`src/rtl/fifo_param_if.sv`:
```
// Handshake bundle for fifo_param: producer/consumer controls and status.
// FIFO_PARAM_PEAK_EN adds the high-water mark signal to the bundle.
interface fifo_param_if #(
    parameter int WIDTH   = 8,
    parameter int ENTRIES = 4
);
    localparam int CNT_W = $clog2(ENTRIES + 1);

    logic             in_read_ctrl;
    logic             in_write_ctrl;
    logic [WIDTH-1:0] in_write_data;
    logic             in_clear_err;
    logic [WIDTH-1:0] out_read_data;
    logic             out_is_full;
    logic             out_is_empty;
    logic             out_almost_full;
    logic             out_almost_empty;
    logic [CNT_W-1:0] out_count;
    logic             out_overflow;
    logic             out_underflow;
`ifdef FIFO_PARAM_PEAK_EN
    logic [CNT_W-1:0] out_peak_count;
`endif

    modport master (
        output in_read_ctrl, in_write_ctrl, in_write_data, in_clear_err,
        input  out_read_data, out_is_full, out_is_empty, out_almost_full,
        input  out_almost_empty, out_count, out_overflow, out_underflow
`ifdef FIFO_PARAM_PEAK_EN
        , input out_peak_count
`endif
    );

    modport slave (
        input  in_read_ctrl, in_write_ctrl, in_write_data, in_clear_err,
        output out_read_data, out_is_full, out_is_empty, out_almost_full,
        output out_almost_empty, out_count, out_overflow, out_underflow
`ifdef FIFO_PARAM_PEAK_EN
        , output out_peak_count
`endif
    );
endinterface

```
`src/rtl/fifo_param.sv`:
```
// Parametrised synchronous first-word-fall-through FIFO with occupancy, thresholds
// and sticky overflow/underflow flags. Optional FIFO_PARAM_PEAK_EN adds a high-water mark.
module fifo_param #(
    parameter int WIDTH    = 8,
    parameter int ENTRIES  = 4,
    parameter int AF_LEVEL = ENTRIES - 1,
    parameter int AE_LEVEL = 1
) (
    input  logic          clk,
    input  logic          rst,
    fifo_param_if.slave   bus
);
    localparam int PTR_W = (ENTRIES > 1) ? $clog2(ENTRIES) : 1;
    localparam int CNT_W = $clog2(ENTRIES + 1);
    localparam logic [PTR_W-1:0] LAST_PTR = PTR_W'(ENTRIES - 1);
    localparam logic [CNT_W-1:0] FULL_CNT = CNT_W'(ENTRIES);
    localparam logic [CNT_W-1:0] AF_LV    = CNT_W'(AF_LEVEL);
    localparam logic [CNT_W-1:0] AE_LV    = CNT_W'(AE_LEVEL);
    // A threshold beyond the depth could alias after truncation, so it is masked off.
    localparam bit AF_NEVER = (AF_LEVEL > ENTRIES);

    if (AE_LEVEL >= AF_LEVEL) begin : g_bad_levels
        $error("fifo_param: AE_LEVEL must be below AF_LEVEL");
    end

    logic [WIDTH-1:0] mem_q [ENTRIES];
    logic [PTR_W-1:0] wr_ptr_q, wr_ptr_d;
    logic [PTR_W-1:0] rd_ptr_q, rd_ptr_d;
    logic [CNT_W-1:0] count_q, count_d;
    logic             overflow_q, overflow_d;
    logic             underflow_q, underflow_d;
    logic             full, empty, push, pop;

    function automatic logic [PTR_W-1:0] ptr_inc(input logic [PTR_W-1:0] p);
        return (p == LAST_PTR) ? '0 : p + 1'b1;
    endfunction

    assign full  = (count_q == FULL_CNT);
    assign empty = (count_q == '0);
    assign push  = bus.in_write_ctrl & (~full | bus.in_read_ctrl);
    assign pop   = bus.in_read_ctrl & ~empty;

    always_comb begin
        wr_ptr_d    = push ? ptr_inc(wr_ptr_q) : wr_ptr_q;
        rd_ptr_d    = pop  ? ptr_inc(rd_ptr_q) : rd_ptr_q;
        count_d     = count_q;
        if (push && !pop)      count_d = count_q + 1'b1;
        else if (pop && !push) count_d = count_q - 1'b1;
        // Setting wins over a same-cycle clear.
        overflow_d  = (bus.in_write_ctrl & full & ~bus.in_read_ctrl)
                    | (overflow_q & ~bus.in_clear_err);
        underflow_d = (bus.in_read_ctrl & empty)
                    | (underflow_q & ~bus.in_clear_err);
    end

    always_ff @(posedge clk) begin
        if (rst) begin
            wr_ptr_q    <= '0;
            rd_ptr_q    <= '0;
            count_q     <= '0;
            overflow_q  <= 1'b0;
            underflow_q <= 1'b0;
        end else begin
            wr_ptr_q    <= wr_ptr_d;
            rd_ptr_q    <= rd_ptr_d;
            count_q     <= count_d;
            overflow_q  <= overflow_d;
            underflow_q <= underflow_d;
        end
    end

    always_ff @(posedge clk) begin
        if (push && !rst) mem_q[wr_ptr_q] <= bus.in_write_data;
    end

    assign bus.out_read_data    = empty ? '0 : mem_q[rd_ptr_q];
    assign bus.out_is_full      = full;
    assign bus.out_is_empty     = empty;
    assign bus.out_almost_full  = ~AF_NEVER & (count_q >= AF_LV);
    assign bus.out_almost_empty = (count_q <= AE_LV);
    assign bus.out_count        = count_q;
    assign bus.out_overflow     = overflow_q;
    assign bus.out_underflow    = underflow_q;

`ifdef FIFO_PARAM_PEAK_EN
    logic [CNT_W-1:0] peak_q, peak_d;

    always_comb begin
        peak_d = peak_q;
        if (bus.in_clear_err)     peak_d = count_q;
        else if (count_d > peak_q) peak_d = count_d;
    end

    always_ff @(posedge clk) begin
        if (rst) peak_q <= '0;
        else     peak_q <= peak_d;
    end

    assign bus.out_peak_count = peak_q;
`endif
endmodule

```
`src/flat_wrapper.sv`:
```
// flat-port wrapper written by rule: the top's interface ports become plain ports
module fifo_param_flat 
#(
    parameter int WIDTH    = 8,
    parameter int ENTRIES  = 4,
    parameter int AF_LEVEL = ENTRIES - 1,
    parameter int AE_LEVEL = 1
)
  (clk, rst, bus_in_read_ctrl, bus_in_write_ctrl, bus_in_write_data, bus_in_clear_err, bus_out_read_data, bus_out_is_full, bus_out_is_empty, bus_out_almost_full, bus_out_almost_empty, bus_out_count, bus_out_overflow, bus_out_underflow);
  fifo_param_if #(.WIDTH(WIDTH), .ENTRIES(ENTRIES)) bus_i ();
  input  logic clk;
  input  logic rst;
  input wire logic [$bits(bus_i.in_read_ctrl)-1:0] bus_in_read_ctrl;
  input wire logic [$bits(bus_i.in_write_ctrl)-1:0] bus_in_write_ctrl;
  input wire logic [$bits(bus_i.in_write_data)-1:0] bus_in_write_data;
  input wire logic [$bits(bus_i.in_clear_err)-1:0] bus_in_clear_err;
  output wire logic [$bits(bus_i.out_read_data)-1:0] bus_out_read_data;
  output wire logic [$bits(bus_i.out_is_full)-1:0] bus_out_is_full;
  output wire logic [$bits(bus_i.out_is_empty)-1:0] bus_out_is_empty;
  output wire logic [$bits(bus_i.out_almost_full)-1:0] bus_out_almost_full;
  output wire logic [$bits(bus_i.out_almost_empty)-1:0] bus_out_almost_empty;
  output wire logic [$bits(bus_i.out_count)-1:0] bus_out_count;
  output wire logic [$bits(bus_i.out_overflow)-1:0] bus_out_overflow;
  output wire logic [$bits(bus_i.out_underflow)-1:0] bus_out_underflow;
  assign bus_i.in_read_ctrl = bus_in_read_ctrl;
  assign bus_i.in_write_ctrl = bus_in_write_ctrl;
  assign bus_i.in_write_data = bus_in_write_data;
  assign bus_i.in_clear_err = bus_in_clear_err;
  assign bus_out_read_data = bus_i.out_read_data;
  assign bus_out_is_full = bus_i.out_is_full;
  assign bus_out_is_empty = bus_i.out_is_empty;
  assign bus_out_almost_full = bus_i.out_almost_full;
  assign bus_out_almost_empty = bus_i.out_almost_empty;
  assign bus_out_count = bus_i.out_count;
  assign bus_out_overflow = bus_i.out_overflow;
  assign bus_out_underflow = bus_i.out_underflow;
  fifo_param #(.WIDTH(WIDTH), .ENTRIES(ENTRIES), .AF_LEVEL(AF_LEVEL), .AE_LEVEL(AE_LEVEL)) u_core (.clk(clk), .rst(rst), .bus(bus_i));
endmodule
```
`config.mk`:
```
export PLATFORM = sky130hd
export DESIGN_NAME = fifo_param_flat
export DESIGN_NICKNAME = d
export VERILOG_FILES = /design/src/rtl/fifo_param_if.sv /design/src/rtl/fifo_param.sv /design/src/flat_wrapper.sv
export SDC_FILE = /design/constraint.sdc
export NUM_CORES = 1
export LEC_CHECK = 0
export CAP_MARGIN = 10
export CORE_MARGIN = 4
export CORE_UTILIZATION = 45
export CTS_CLUSTER_SIZE = 24
export DETAILED_ROUTE_END_ITERATION = 8
export PLACE_DENSITY = 0.83
export SYNTH_ARGS = -nofsm -noshare
export SYNTH_HDL_FRONTEND = slang
export SYNTH_SLANG_ARGS = --single-unit
```
`constraint.sdc`:
```
create_clock -name clk -period 1.75 [get_ports clk]
set_input_delay 0.4375 -clock clk [delete_from_list [all_inputs] [get_ports clk]]
set_output_delay 0.4375 -clock clk [all_outputs]
set_load 0.005 [all_outputs]
```
==> results of run 1 <==
## critical path: stages (launching register included)
cell,delay (ps)
dfxtp_2,340
buf_12,120
buf_6,100
mux4_2,490
and2_4,160
buf_6,110
## through the flow
stage | area (um2) | utilization [%] | hold WS, ps
after floorplan | 1901 | - | 454.1
after global placement | 2380 | 59.07 | 457.3
after detailed placement | 2380 | 59.07 | 477.9
after CTS | 2639 | 65.50 | 489.8
after global routing | 2760 | 68.51 | 502.5
final | 2760 | 68.51 | 485.3
## sequential cells by signal (all words and copies together) (netlist names), named ones only
name and count:
u_core.mem_q 32, u_core.bus.out_count 3, u_core.rd_ptr_q 2, u_core.wr_ptr_q 2
u_core.bus.out_overflow 1, u_core.bus.out_underflow 1
## worst max-delay path by stage
stage	from	end	slack [ps]	cells past startpoint
2_1_floorplan	u_core.bus.out_count[1]$_SDFFE_PP0P_	u_core.mem_q[3][0]$_DFFE_PP_	20	6
3_3_place_gp	register	bus_out_read_data[7]	-250	4
3_5_place_dp	register	bus_out_read_data[3]	-290	4
4_1_cts	register	bus_out_read_data[3]	-290	5
5_1_grt	register	bus_out_read_data[3]	-350	5
6_report	register	bus_out_read_data[3]	-290	5
## cell families (layout without fill, tap and decap cells)
logic type               after synthesis  after routing  synth area share [%]
multiplexers                          10             10                 10.63
AO/OA/AOI/OAI                         20             20                 6.535
adder cells (fa/ha/maj)               10             10                 6.601
AND/OR/NAND/NOR                       38             38                 10.56
buffers and inverters                 14             80                 3.366
flip-flops                            43             43                 62.31
## layer usage
metal	GRT usage, %	vias up	wire (um)
met1	17.21	600	1638
met4	6.967	0	66
met5	0	-	0
li1	-	620	-
met3	4.821	10	241
met2	28.56	50	2228
## final cells by class
type / count / area (um2)
sequential: 43 / 1186
inverter: 8 / 30.03
fill: 286 / 1269
clock inverter: 2 / 12.51
clock buffer: 6 / 72.57
multi-input combinational: 78 / 795.8
tap: 50 / 62.56
timing repair buffer: 64 / 600.6
## synthesized netlist by cell type (all sizes together)
master | number | area, um2
ha | 10 | 125.1
nand3 | 1 | 5.000
edfxtp | 32 | 960.9
nand2b | 2 | 15.02
and3b | 1 | 8.760
mux2i | 1 | 10.01
a22oi | 1 | 7.510
clkbuf | 2 | 7.510
nor3 | 1 | 5.000
o21ai | 7 | 35.03
a211o | 1 | 8.760
o221ai | 1 | 8.760
buf | 4 | 26.27
a2111o | 1 | 11.26
inv | 8 | 30.03
and2 | 12 | 75.07
nor2 | 9 | 33.78
a21oi | 9 | 52.55
nand2 | 7 | 26.28
mux2 | 1 | 11.26
or3 | 3 | 18.77
dfxtp | 11 | 220.2
mux4 | 8 | 180.2
nor2b | 2 | 12.51
## power breakdown
part / switching [W] / total, W / leakage [nW] / internal [W]
combinational: 0.000796 / 0.00196 / 0.657 / 0.00116
clock: 0.000322 / 0.000601 / 0.0412 / 0.000279
sequential: 0.0000522 / 0.00124 / 0.382 / 0.00118
total: 0.00117 / 0.00380 / 1.08 / 0.00263
## repair_timing
action / in CTS / in global routing
setup buffers: 11 / 10
gates cloned: 0 / 1
setup endpoints to repair: 47 / 17
pin swaps: 12 / 9
resized for setup: 84 / 31
==> qor.yml, run 1 <==
sta:
  skew_ps: 8.024
  setup_viol: 12
  worstMarginPinSlew_ps: 270.9
  setup_ws_ps: -287.0
  rsz0062_at_grt: "yes"
  period_share_pct: 116.4
  fmax_ghz: 0.4909
  final_hold_viol_count: 0
  final_max_slew_viol_count: 0
  slew_headroom_pct: 81.82
  final.setup.tns_ps: -2400
  fin_crit_ps: 2037
clock_tree:
  cts-root-buf: "clkbuf_8"
  cts_tree: "built"
  postCtsHoldBufs: 0
  cts_buffer_depth: 2
  clkTransAtPathRegs_ps: 70
  ctsHtreeMaxLevel: 2
  insertion_delay_ps: 290
  numCtsBuffers: 5
  clock_sinks: 43
synth:
  yosysUniqueCellTypes: 28
  syn-num-nets: 158
  synth.avg_cell_area_um2: 14.04
  netlist_instances: 135
  synth_area_um2: 1896
  seq_area_frac_synth_pct: 62.31
  yosys_warnings: 0
  synth_seq_cells: 43
die:
  initial_core_util_pct: 47.05
  die_w_um: 72.90
  fp.dieH_um: 72.90
  row_count: 23
  ios: 30
  core_area_um2: 4029
  dieArea_um2: 5314
setup_path:
  reg2reg_depth: 10
  regToRegSetupSlack_ps: -80
  timing.rr.start: "u_core.bus.out_count[1]$_SDFFE_PP0P_"
  startpoint_type: "register"
  end_kind: "output port"
  cp_data_required_time_ps: 1310
  crit_arrival_ps: 1600
  r2r-end: "u_core.bus.out_count[0]$_SDFFE_PP0P_"
  crit_fanout: 7
  worstSetupPathType: "reg2out"
layout:
  final_common_cell: "edfxtp_1"
  layout_common_cells: "32 x edfxtp_1, 21 x buf_4, 14 x clkdlybuf4s50_1"
  syn_to_final_growth_pct: 45.61
  antennaDiodeCount: 0
  drive_above_1_share_pct: 49.25
  layout.nets: 223
  fin_cells: 251
global_route:
  gr-usage-all-layers_pct: 15.93
  antenna_found_initial: 0
  grt_pass1_wl_um: 6203
  grt-ovfl-total: 0
  grt_max_degree: 14
  grt_pass1_vias: 1373
routing:
  ant_nets: 0
  vias: 1280
  drt-total-wl_um: 4174
  drtIter0Drc: 58
  dr.pass1.iters: 4
  drcViolationCount: 0
  wl_per_cell_um: 16.63
  via_per_inst: 5.100
placement:
  place_hpwl_um: 2585
  portBuffers: 29
  post-place-ws_ps: -287.2
  gp_congestion: 0.9101
  dp_cells: 226
min_path:
  worstHoldPathCells: 2
  holdCritStartpoint: "u_core.rd_ptr_q[1]$_SDFFE_PP0P_"
  hold_class: "reg2reg"
power:
  ir_drop_uv: 954.9
  power_density_nw_per_um2: 1376
  total_power_w: 0.003798
  p_leak_nw: 1.080
status:
  violations: "setup timing"
  outcome: "complete, but fails checks"
job:
  drv_cap: 0
Note: power is estimated with default switching activity, not from simulation.
==> run 2, diff against run 1 <==
--- a/config.mk
+++ b/config.mk
@@ -8,9 +8,12 @@
 export CAP_MARGIN = 10
 export CORE_MARGIN = 4
 export CORE_UTILIZATION = 45
+export CTS_BUF_LIST = sky130_fd_sc_hd__clkbuf_2 sky130_fd_sc_hd__clkbuf_4 sky130_fd_sc_hd__clkbuf_8
+export CTS_CLUSTER_DIAMETER = 80
 export CTS_CLUSTER_SIZE = 24
 export DETAILED_ROUTE_END_ITERATION = 8
-export PLACE_DENSITY = 0.83
+export DONT_BUFFER_PORTS = 1
+export PLACE_DENSITY = 0.74
 export SYNTH_ARGS = -nofsm -noshare
 export SYNTH_HDL_FRONTEND = slang
 export SYNTH_SLANG_ARGS = --single-unit
==> qor.yml, run 2 (synthesis gave the netlist of run 1 again) <==
status:
  outcome: "complete, but fails checks"
  violations: "setup timing"
clock_tree:
  numCtsBuffers: 5  # unchanged
  postCtsHoldBufs: 0  # unchanged
  clock_sinks: 43  # unchanged
  cts-root-buf: "clkbuf_8"
  post_cts_buffers: 0  # -11
  ctsHtreeMaxLevel: 2  # unchanged
  insertion_delay_ps: 290  # about the same
  clkTransAtPathRegs_ps: 80  # about the same
  cts_buffer_depth: 2  # unchanged
  cts_tree: "built"
global_route:
  gr-usage-all-layers_pct: 12.99  # -2.9 points
  grt_pass1_wl_um: 5112  # -18%
  grt-ovfl-total: 0  # unchanged
  grt_pass1_vias: 1050  # -24%
  antenna_found_initial: 0  # unchanged
  grt_max_degree: 15  # +1
power:
  ir_drop_uv: 546.0  # -43%
  p_int_w: 0.002139  # -19%
  p_leak_nw: 0.7807  # -28%
  netSwitchingPower_w: 0.0008351  # -29%
  power_density_nw_per_um2: 1364  # -0.84%
  switching_share_pct: 28.08  # -2.7 points
  combPwrFrac_pct: 31.5  # -20 points
  total_power_w: 0.002974  # -22%
  p_seq_share_pct: 41.9  # +9.4 points
  power.share.clock_pct: 26.7  # +11 points
sta:
  skew_ps: 6.869  # -1.155 ps
  fmax_ghz: 0.5404  # +10%
  slew_headroom_pct: 74.40  # -7.4 points
  period_share_pct: 105.7  # -11 points
  final.setup.tns_ps: -735.9  # +1664 ps
  fin_crit_ps: 1850  # -186.5 ps
  setup_viol: 8  # -4
  worstMarginPinSlew_ps: 383.5  # +112.6 ps
  final_max_slew_viol_count: 0  # unchanged
  final_hold_viol_count: 0  # unchanged
  rsz0062_at_grt: "yes"
  setup_ws_ps: -100.5  # +186.5 ps
placement:
  portBuffers: 0  # -100%
  post-place-ws_ps: 98.48  # +385.6 ps
  gp_congestion: 0.9211  # +1.2%
  place_hpwl_um: 2257  # -13%
layout:
  antennaDiodeCount: 0  # unchanged
  fillers: 325  # +14%
  final_core_util_pct: 54.10  # -14 points
  regMostFlops: "u_core.mem_q"
  syn_to_final_growth_pct: 14.98
  layout.nets: 167  # -25%
  layout_common_cells: "32 x edfxtp_1, 11 x and2_4, 8 x inv_1, 8 x mux4_2, 8 x ha_1"
  largest_reg_flops: 32  # unchanged
  final_common_cell: "edfxtp_1"
  drive_above_1_share_pct: 33.10  # -16 points
die:
  core_area_um2: 4029  # unchanged
  dieArea_um2: 5314  # unchanged
  fp.dieH_um: 72.90  # unchanged
  die_w_um: 72.90  # unchanged
  row_count: 23  # unchanged
  initial_core_util_pct: 47.05  # unchanged
  ios: 30  # unchanged
routing:
  drt-total-wl_um: 3155  # -24%
  ant_nets: 0  # unchanged
  dr.pass1.iters: 4  # unchanged
  vias: 1069  # -16%
  via_per_inst: 5.482  # +7.5%
  wl_per_cell_um: 16.18  # -2.7%
  drtIter0Drc: 26  # -55%
  drcViolationCount: 0  # unchanged
setup_path:
  cp_data_required_time_ps: 1310  # about the same
  crit_fanout: 8  # +1
  worstSetupPathType: "reg2out"
  end_kind: "output port"
  crit_arrival_ps: 1410  # -190 ps
  startpoint_type: "register"
  regToRegSetupSlack_ps: 150  # +230 ps
min_path:
  hold_class: "in2reg"
job:
  drv_cap: 0  # unchanged
## run 2: stage by stage
step                area, um2  hold slack (ps)  std cells
global route             2180            180.9        195
floorplan                1901            454.1        135
detailed placement       2002            484.2        187
global placement         2002            456.2        187
finish                   2180            197.8        195
CTS                      2145            193.5        195
## run 2: power by group through the flow
stage | clock, W | combinational (W) | sequential (W)
after floorplan | 0 | 0.000600 | 0.00125
after global placement | 0 | 0.000816 | 0.00125
after detailed placement | 0 | 0.000831 | 0.00126
after CTS | 0.000813 | 0.000918 | 0.00124
after global routing | 0.000864 | 0.00103 | 0.00125
final | 0.000793 | 0.000936 | 0.00124
## run 2: timing repair
item / 4_1_cts / 5_1_grt
pin swaps: 8 / 1
gates resized for setup: 10 / 13
hold endpoints to repair: 0 / 0
endpoints found under the setup margin: 9 / 41
## run 2: layout make-up
| class | instances | area [um2] | share of cell area (%) |
|---|---|---|---|
| multi-input cells | 78 | 699.4 | 32.09 |
| clock inverters | 2 | 38.79 | 1.780 |
| repair buffers | 8 | 80.08 | 3.674 |
| flip-flops and latches | 43 | 1186 | 54.42 |
| well taps | 50 | 62.56 | 2.870 |
| clock buffers | 6 | 82.58 | 3.789 |
| inverters | 8 | 30.03 | 1.378 |
## run 2: worst paths after layout
check	endpoint	depth (start not counted)	start
worst max-delay path	bus_out_read_data[3]	3	register
worst min-delay path	u_core.bus.out_count[1]$_SDFFE_PP0P_	1	rst
worst max register to register	u_core.mem_q[0][1]$_DFFE_PP_	6	u_core.bus.out_count[0]$_SDFFE_PP0P_
worst min register to register	register	2	u_core.rd_ptr_q[0]$_SDFFE_PP0P_
## run 2: layer usage
layer  part of all wire (%)  GRT usage (%)
met5                      0              0
met4                   0.86          4.303
met2                     55          22.04
met3                    6.7          5.234
met1                     37          14.89
## run 2: worst max-delay path, cell delays in order (launching register included)
cell,delay (ps)
dfxtp_2,340
buf_12,130
mux4_2,500
and2_4,150
